$ cat src/rtl/efb_wb_arbiter.sv
// -----------------------------------------------------------------------------
// efb_wb_arbiter
//
// Shares the single EFB Wishbone slave port (timer/counter registers) between
// two independent requesters. Round-robin arbitration, exactly one Wishbone
// cycle in flight, a one-cycle completion pulse to the winner, and a forced
// bus-idle cycle (RECOVER) between transactions.
//
// Optional feature: define EFB_WB_ARB_TIMEOUT_EN to abort a cycle that has not
// been acknowledged after TIMEOUT_CYCLES cycles in ACTIVE. The abort reports
// o_Err=1 and read data of all ones. Without the macro ACTIVE waits for the
// ack indefinitely and o_Err is tied low.
//
// Ports:
//   i_Clock, i_Resetn         clock, synchronous active-low reset
//   i_ReqN/i_WeN/i_AddrN/     requester N request (level), write enable,
//   i_DataN, o_DoneN          address, write data, completion pulse
//   o_Rd_Data                 read data of the last completed read
//   o_Err                     qualifies o_DoneN: 1 = aborted by timeout
//   o_Busy                    high whenever the arbiter is not in IDLE
//   wb_*                      Wishbone master side towards the EFB slave
// -----------------------------------------------------------------------------
module efb_wb_arbiter #(
    parameter int unsigned ADDR_WIDTH     = 8,
    parameter int unsigned DATA_WIDTH     = 8,
    parameter int unsigned TIMEOUT_CYCLES = 64
) (
    input  logic                  i_Clock,
    input  logic                  i_Resetn,
    input  logic                  i_Req0,
    input  logic                  i_We0,
    input  logic [ADDR_WIDTH-1:0] i_Addr0,
    input  logic [DATA_WIDTH-1:0] i_Data0,
    output logic                  o_Done0,
    input  logic                  i_Req1,
    input  logic                  i_We1,
    input  logic [ADDR_WIDTH-1:0] i_Addr1,
    input  logic [DATA_WIDTH-1:0] i_Data1,
    output logic                  o_Done1,
    output logic [DATA_WIDTH-1:0] o_Rd_Data,
    output logic                  o_Err,
    output logic                  o_Busy,
    output logic                  wb_cyc_o,
    output logic                  wb_stb_o,
    output logic                  wb_we_o,
    output logic [ADDR_WIDTH-1:0] wb_adr_o,
    output logic [DATA_WIDTH-1:0] wb_dat_o,
    input  logic [DATA_WIDTH-1:0] wb_dat_i,
    input  logic                  wb_ack_i
);

    typedef enum logic [1:0] {
        ST_IDLE    = 2'd0,
        ST_ACTIVE  = 2'd1,
        ST_RECOVER = 2'd2
    } state_t;

    // Legal TIMEOUT_CYCLES range is 2..255; an out-of-range value leaves an
    // empty, visibly named block in the elaborated hierarchy.
    if (TIMEOUT_CYCLES < 2 || TIMEOUT_CYCLES > 255) begin : g_timeout_cycles_out_of_range
    end

    state_t                  state_q, state_d;
    logic                    cyc_q, cyc_d;
    logic                    we_q, we_d;
    logic [ADDR_WIDTH-1:0]   adr_q, adr_d;
    logic [DATA_WIDTH-1:0]   dat_q, dat_d;
    logic [DATA_WIDTH-1:0]   rd_data_q, rd_data_d;
    logic                    done0_q, done0_d;
    logic                    done1_q, done1_d;
    logic                    grant_q, grant_d;
    logic                    last_grant_q, last_grant_d;
    logic                    sel1;

`ifdef EFB_WB_ARB_TIMEOUT_EN
    localparam logic [7:0] TMO_LAST = 8'(TIMEOUT_CYCLES - 1);
    logic                    err_q, err_d;
    logic [7:0]              tmo_cnt_q, tmo_cnt_d;
`endif

    // Requester 1 wins when it is alone, or when both ask and 0 won last time.
    assign sel1 = i_Req1 && !(i_Req0 && last_grant_q);

    always_comb begin
        state_d      = state_q;
        cyc_d        = cyc_q;
        we_d         = we_q;
        adr_d        = adr_q;
        dat_d        = dat_q;
        rd_data_d    = rd_data_q;
        done0_d      = 1'b0;
        done1_d      = 1'b0;
        grant_d      = grant_q;
        last_grant_d = last_grant_q;
`ifdef EFB_WB_ARB_TIMEOUT_EN
        err_d        = 1'b0;
        tmo_cnt_d    = tmo_cnt_q;
`endif

        case (state_q)
            ST_IDLE: begin
                if (i_Req0 || i_Req1) begin
                    grant_d = sel1;
                    we_d    = sel1 ? i_We1   : i_We0;
                    adr_d   = sel1 ? i_Addr1 : i_Addr0;
                    dat_d   = sel1 ? i_Data1 : i_Data0;
                    cyc_d   = 1'b1;
                    state_d = ST_ACTIVE;
`ifdef EFB_WB_ARB_TIMEOUT_EN
                    tmo_cnt_d = '0;
`endif
                end
            end

            ST_ACTIVE: begin
                if (wb_ack_i) begin
                    cyc_d        = 1'b0;
                    if (!we_q) begin
                        rd_data_d = wb_dat_i;
                    end
                    done0_d      = !grant_q;
                    done1_d      = grant_q;
                    last_grant_d = grant_q;
                    state_d      = ST_RECOVER;
                end
`ifdef EFB_WB_ARB_TIMEOUT_EN
                // An ack in the expiry cycle takes the branch above instead.
                else if (tmo_cnt_q == TMO_LAST) begin
                    cyc_d        = 1'b0;
                    rd_data_d    = '1;
                    err_d        = 1'b1;
                    done0_d      = !grant_q;
                    done1_d      = grant_q;
                    last_grant_d = grant_q;
                    state_d      = ST_RECOVER;
                end else begin
                    tmo_cnt_d = tmo_cnt_q + 8'd1;
                end
`endif
            end

            ST_RECOVER: begin
                state_d = ST_IDLE;
            end

            default: begin
                cyc_d   = 1'b0;
                state_d = ST_IDLE;
            end
        endcase
    end

    always_ff @(posedge i_Clock) begin
        if (!i_Resetn) begin
            state_q      <= ST_IDLE;
            cyc_q        <= 1'b0;
            we_q         <= 1'b0;
            adr_q        <= '0;
            dat_q        <= '0;
            rd_data_q    <= '0;
            done0_q      <= 1'b0;
            done1_q      <= 1'b0;
            grant_q      <= 1'b0;
            last_grant_q <= 1'b1;
`ifdef EFB_WB_ARB_TIMEOUT_EN
            err_q        <= 1'b0;
            tmo_cnt_q    <= '0;
`endif
        end else begin
            state_q      <= state_d;
            cyc_q        <= cyc_d;
            we_q         <= we_d;
            adr_q        <= adr_d;
            dat_q        <= dat_d;
            rd_data_q    <= rd_data_d;
            done0_q      <= done0_d;
            done1_q      <= done1_d;
            grant_q      <= grant_d;
            last_grant_q <= last_grant_d;
`ifdef EFB_WB_ARB_TIMEOUT_EN
            err_q        <= err_d;
            tmo_cnt_q    <= tmo_cnt_d;
`endif
        end
    end

    assign o_Done0   = done0_q;
    assign o_Done1   = done1_q;
    assign o_Rd_Data = rd_data_q;
    assign o_Busy    = (state_q != ST_IDLE);
    assign wb_cyc_o  = cyc_q;
    assign wb_stb_o  = cyc_q;
    assign wb_we_o   = we_q;
    assign wb_adr_o  = adr_q;
    assign wb_dat_o  = dat_q;
`ifdef EFB_WB_ARB_TIMEOUT_EN
    assign o_Err     = err_q;
`else
    assign o_Err     = 1'b0;
`endif

endmodule

$ cat config.mk
export PLATFORM = sky130hd
export DESIGN_NAME = efb_wb_arbiter
export DESIGN_NICKNAME = d
export VERILOG_FILES = /design/src/rtl/efb_wb_arbiter.sv
export SDC_FILE = /design/constraint.sdc
export NUM_CORES = 1
export LEC_CHECK = 0
export CORE_MARGIN = 4
export CORE_UTILIZATION = 34
export CTS_CLUSTER_DIAMETER = 120
export DETAILED_ROUTE_END_ITERATION = 7
export HOLD_SLACK_MARGIN = 0.03
export PLACE_DENSITY = 0.75
export SLEW_MARGIN = 30
export SYNTH_ARGS = -nofsm -noshare
export SYNTH_HDL_FRONTEND = slang
export SYNTH_SLANG_ARGS = --single-unit
$ cat constraint.sdc
create_clock -name i_Clock -period 1.2 [get_ports i_Clock]
set_clock_uncertainty 0.2 [all_clocks]
set_input_delay 0.18 -clock i_Clock [delete_from_list [all_inputs] [get_ports i_Clock]]
set_output_delay 0.18 -clock i_Clock [all_outputs]
set_load 0.05 [all_outputs]
# --- Word-level counts from Yosys, hierarchy flattened ---
# Index checks and enable logic that the tools add are counted.
# W data, S select, Z words.
word_totals:
  output_inout_bits: 31
  register_bits: 32
classes:
  n_reduce_logical: 13
  eq_ne: 4
  muxes: 9
  n_bitwise: 2
op_table:
  columns: ["operator", "count"]
  rows:
  - ["$mux W8", 2]
  - ["$reduce_and A3 Y1", 3]
  - ["$reduce_and A2 Y1", 3]
  - ["$mux W2", 2]
  - ["$ne A2 B2 Y1 const B", 2]
  - ["$pmux W2 S2", 1]
  - ["$mux W1", 3]
  - ["$pmux W1 S3", 1]
  - ["$eq A2 B1 Y1 const B", 1]
  - ["$eq A2 B2 Y1 const B", 1]
  - ["$logic_and A1 B1 Y1", 2]
  - ["$logic_not A1 Y1", 2]
  - ["$logic_not A2 Y1", 1]
  - ["$not A1 Y1", 2]
  - ["$reduce_bool A2 Y1", 1]
  - ["$logic_or A1 B1 Y1", 1]

# --- Logic depth before layout (Yosys ltp) ---
logic_depth:
  word_depth: 4
  ltp_mapped: 5
  ltp_nobuf: 4

# --- Least setup slack after synthesis ---
# Ideal clock, no wire load.
synth_timing:
  path_kind: "register -> register"
  start: "register state_q[0]"
  end: "register dat_q[5] (netlist: wb_dat_o[5])"
  arrival_time_ns: 1.245
  path_slack_ns: -0.376
  setup_time_ns: 0.131
  synth_period_minus_slack_ns: 1.576
  required_time_ns: 0.869
  path_stages_with_launch: 6
  path_cell_list: "dfxtp_1 -> nor2_1 -> inv_1 -> nor2_2 -> buf_4 -> a311oi_2"
synth_via:
  elab_chain_cells: 2
synth_rtl:
  columns: ["element", "line_no", "source"]
  rows:
  - ["start: declaration", "63", "state_t state_q, state_d;"]
  - ["start signal: assignment", "170", "state_q <= state_d;"]
  - ["$logic_not A2 Y1", "100", "case (state_q)"]
  - ["$reduce_and A2 Y1 (no line)", null, null]
  - ["end signal: assignment", "174", "dat_q <= dat_d;"]
  - ["end: declaration", "67", "logic [DATA_WIDTH-1:0] dat_q, dat_d;"]
# Every way passes these cells.
# A chain may end at the register's enable or synchronous reset.

# --- Worst setup path after layout ---
layout_timing:
  start: "register state_q[1]"
  end: "output port o_Busy"
layout_via:
  elab_chain_cells: 1
layout_rtl:
  columns: ["element", "line_no", "source"]
  rows:
  - ["$reduce_bool A2 Y1", "190", "assign o_Busy = (state_q != ST_IDLE);"]
  - ["end: declaration", "42", "output logic o_Busy,"]
# Every way passes these cells.

==> flow_metrics.py <==
metrics = {
    "outcome": {
        "run_status": "finished with violations",
        "violations": "setup timing",
    },
    "layout": {
        "area_growth_pct": 105,
        "nets": 294,
        "antenna_cells": 0,
        "final_area_um2": 2880,
        "mostFrequentLayoutCells": "43 x clkdlybuf4s50_1, 31 x buf_12, 27 x nand2_1, 25 x dfxtp_2, 16 x a21oi_1",
        "fin_cells": 298,
        "layout-drive-gt1-share_pct": 47.2,
        "layout.cells.most_common": "clkdlybuf4s50_1",
    },
    "clock_network": {
        "holdBufCountCts": 0,
        "clock_latency_ns": 0.28,
        "clockBufferDepth": 2,
        "clk_pin_slew_worst_paths_ns": 0.06,
        "cts_buffers": 5,
        "clock_sinks": 32,
        "htree_levels": 2,
        "clockRootBuffer": "clkbuf_8",
        "cts_tree": "done",
    },
    "power": {
        "p_seq_share_pct": 36.7,
        "vdd_drop_max_mv": 0.707,
        "internal_power_w": 0.00237,
        "p_switching_w": 0.00114,
        "pwr-share-comb_pct": 39.1,
        "pwr-share-clk_pct": 24.1,
        "powerDensity_nw_per_um2": 1220,
        "swShare_pct": 32.5,
        "p_leak_nw": 1.15,
    },
    "die": {
        "ios": 78,
        "start_util_pct": 35.2,
        "die_w_um": 72.3,
        "core_um2": 4000,
        "dieArea_um2": 5230,
        "die_h_um": 72.3,
        "rows": 23,
    },
    "synthesis": {
        "yosysUniqueCellTypes": 28,
        "syn-cell-area_um2": 1410,
        "yosysSeqAreaShare_pct": 45.6,
        "yosys.area.top_type": "dfxtp_1",
        "synthCells": 154,
        "synthTopCellsByArea": "dfxtp_1 46%, nand2_1 9.9%, a311oi_1 9.3%",
        "synth_top_area_share_pct": 45.6,
        "avgSynthCellArea_um2": 9.13,
        "ys_warn_count": 0,
        "ys_ff_latch": 32,
        "syn_nets": 201,
    },
    "route": {
        "wirelength_um": 4240,
        "vias_per_cell": 4.94,
        "wl_per_cell_um": 14.2,
        "drc": 0,
        "antenna_left": 0,
        "vias": 1472,
        "firstDrtPassIters": 4,
        "drtIter0Drc": 43,
    },
    "global_route": {
        "grt_pass1_wl_um": 6500,
        "overflow": 0,
        "grt_pass1_vias": 1474,
        "grt_max_degree": 29,
        "grt_antenna_before_repair": 0,
        "grt_use_total_pct": 16.1,
    },
    "critical_path": {
        "crit_required_ns": 0.82,
        "crit_path_max_fanout": 5,
        "crit_path_end_kind": "primary output",
        "cpPeakStageDelay_ns": 0.36,
        "path_cells": "nor2_4 -> inv_4 -> buf_6 -> buf_8",
        "criticalPathCategory": "flip-flop to primary output",
        "start_kind": "flip-flop",
        "crit_slowest_cell": "dfxtp_4",
        "crit_arrival_ns": 1.08,
        "reg2reg_depth": 4,
    },
    "worst_hold_path": {
        "holdCritPathClass": "input pin to flip-flop",
        "hold_path_depth": 4,
    },
    "timing": {
        "grt_setup_unrepaired": "yes",
        "worstMarginPinSlew_ns": 0.504,
        "fmax_ghz": 0.683,
        "final_hold_viol_count": 0,
        "final.period_utilization_pct": 122,
        "setup_slack_ns": -0.264,
        "fin_crit_ns": 1.46,
        "maxSlewViolCount": 0,
        "relSlewSlack_pct": 66.4,
        "fin_tns_setup_ns": -5.51,
        "setup_viol": 34,
    },
    "placement": {
        "gp_congestion": 0.702,
        "dpl.cell_count": 282,
        "port_buffers": 76,
        "place_ws_ns": -0.565,
        "placed_cell_area_um2": 2550,
        "dp_hpwl_um": 2930,
    },
    "run": {
        "cap_violations": 0,
    },
}
## layer usage
metal	routed length [µm]	up-vias	GRT usage, %	part of all wire, %
li1	-	727	-	-
met1	1560	682	17.1	37
met2	2260	59	29.0	53
met3	390	4	5.40	9.2
met4	30	0	6.26	0.71
met5	0	-	0	0
## state kept, by name (all words and copies together) (netlist names)
register and flops:
o_Done1 1, wb_dat_o 8, wb_adr_o 8, grant_q 1
last_grant_q 1, o_Rd_Data 8, state_q 2, wb_cyc_o 1
wb_we_o 1, o_Done0 1
## area by class of cell
cell class,instances,area [µm²]
well taps,50,62.6
multi-input cells,107,711
inverters,2,10.0
flip-flops and latches,32,687
fillers,289,1120
clock buffers,6,82.6
clock inverters,2,10.0
repair buffers,99,1320
## Yosys cell counts
cell	count
a21bo_1	1
a21boi_4	1
a21oi_1	20
a311oi_1	15
a311oi_2	2
and2_1	1
and3_1	1
and3b_1	1
buf_4	5
buf_6	4
buf_8	1
clkbuf_1	1
clkbuf_8	1
conb_1	1
dfxtp_1	32
dlygate4sd1_1	1
inv_1	1
inv_2	1
mux2i_1	9
nand2_1	37
nand3_1	1
nor2_1	10
nor2_2	1
nor2b_1	1
nor4bb_1	1
o21ai_0	2
or2_1	1
or3b_2	1
## stage by stage
step	total power, W	hold WS, ns	utilization, %
global route	0.00366	0.247	72.0
detailed placement	0.00251	0.255	63.8
global placement	0.00250	0.254	63.8
finish	0.00350	0.227	72.0
CTS	0.00347	0.200	70.1
floorplan	0.00188	0.0419	-
## cell families after synthesis
logic type / count (synthesis) / share of synthesized area (%)
and+or+nand+nor: 56 / 17.1
AOI/OAI and AO/OA: 41 / 21.4
DFF: 32 / 45.6
buffers and inverters: 15 / 9.34
muxes: 9 / 6.41
other: 1 / 0.267
## final timing paths
check | end | startpoint | slack, ns
worst max register to register | o_Rd_Data[5] | wb_we_o | -0.24
worst max-delay path | o_Busy | state_q[1] | -0.26
worst min-delay path | state_q[0] | wb_ack_i | 0.23
worst min register to register | o_Done0 | grant_q | 0.30
## worst max-delay path, delay by kind of cell (launching register included)
family,cells,cell delay [ns]
DFF,1,0.36
buffers and inverters,3,0.30
and+or+nand+nor,1,0.14
## repair_timing
item | CTS | global route
cloned | 3 | 0
gates resized for setup | 39 | 26
setup buffers | 2 | 3
setup endpoints to repair | 46 | 47
pin swaps | 19 | 8
## power by group through the flow
stage | registers [W] | logic, W | clock network (W)
final | 0.00129 | 0.00137 | 0.000846
after global routing | 0.00130 | 0.00144 | 0.000920
after CTS | 0.00128 | 0.00134 | 0.000859
after global placement | 0.00128 | 0.00121 | 0
after floorplan | 0.00153 | 0.000355 | 0
after detailed placement | 0.00129 | 0.00123 | 0
Power figures use the tool's default switching activity.
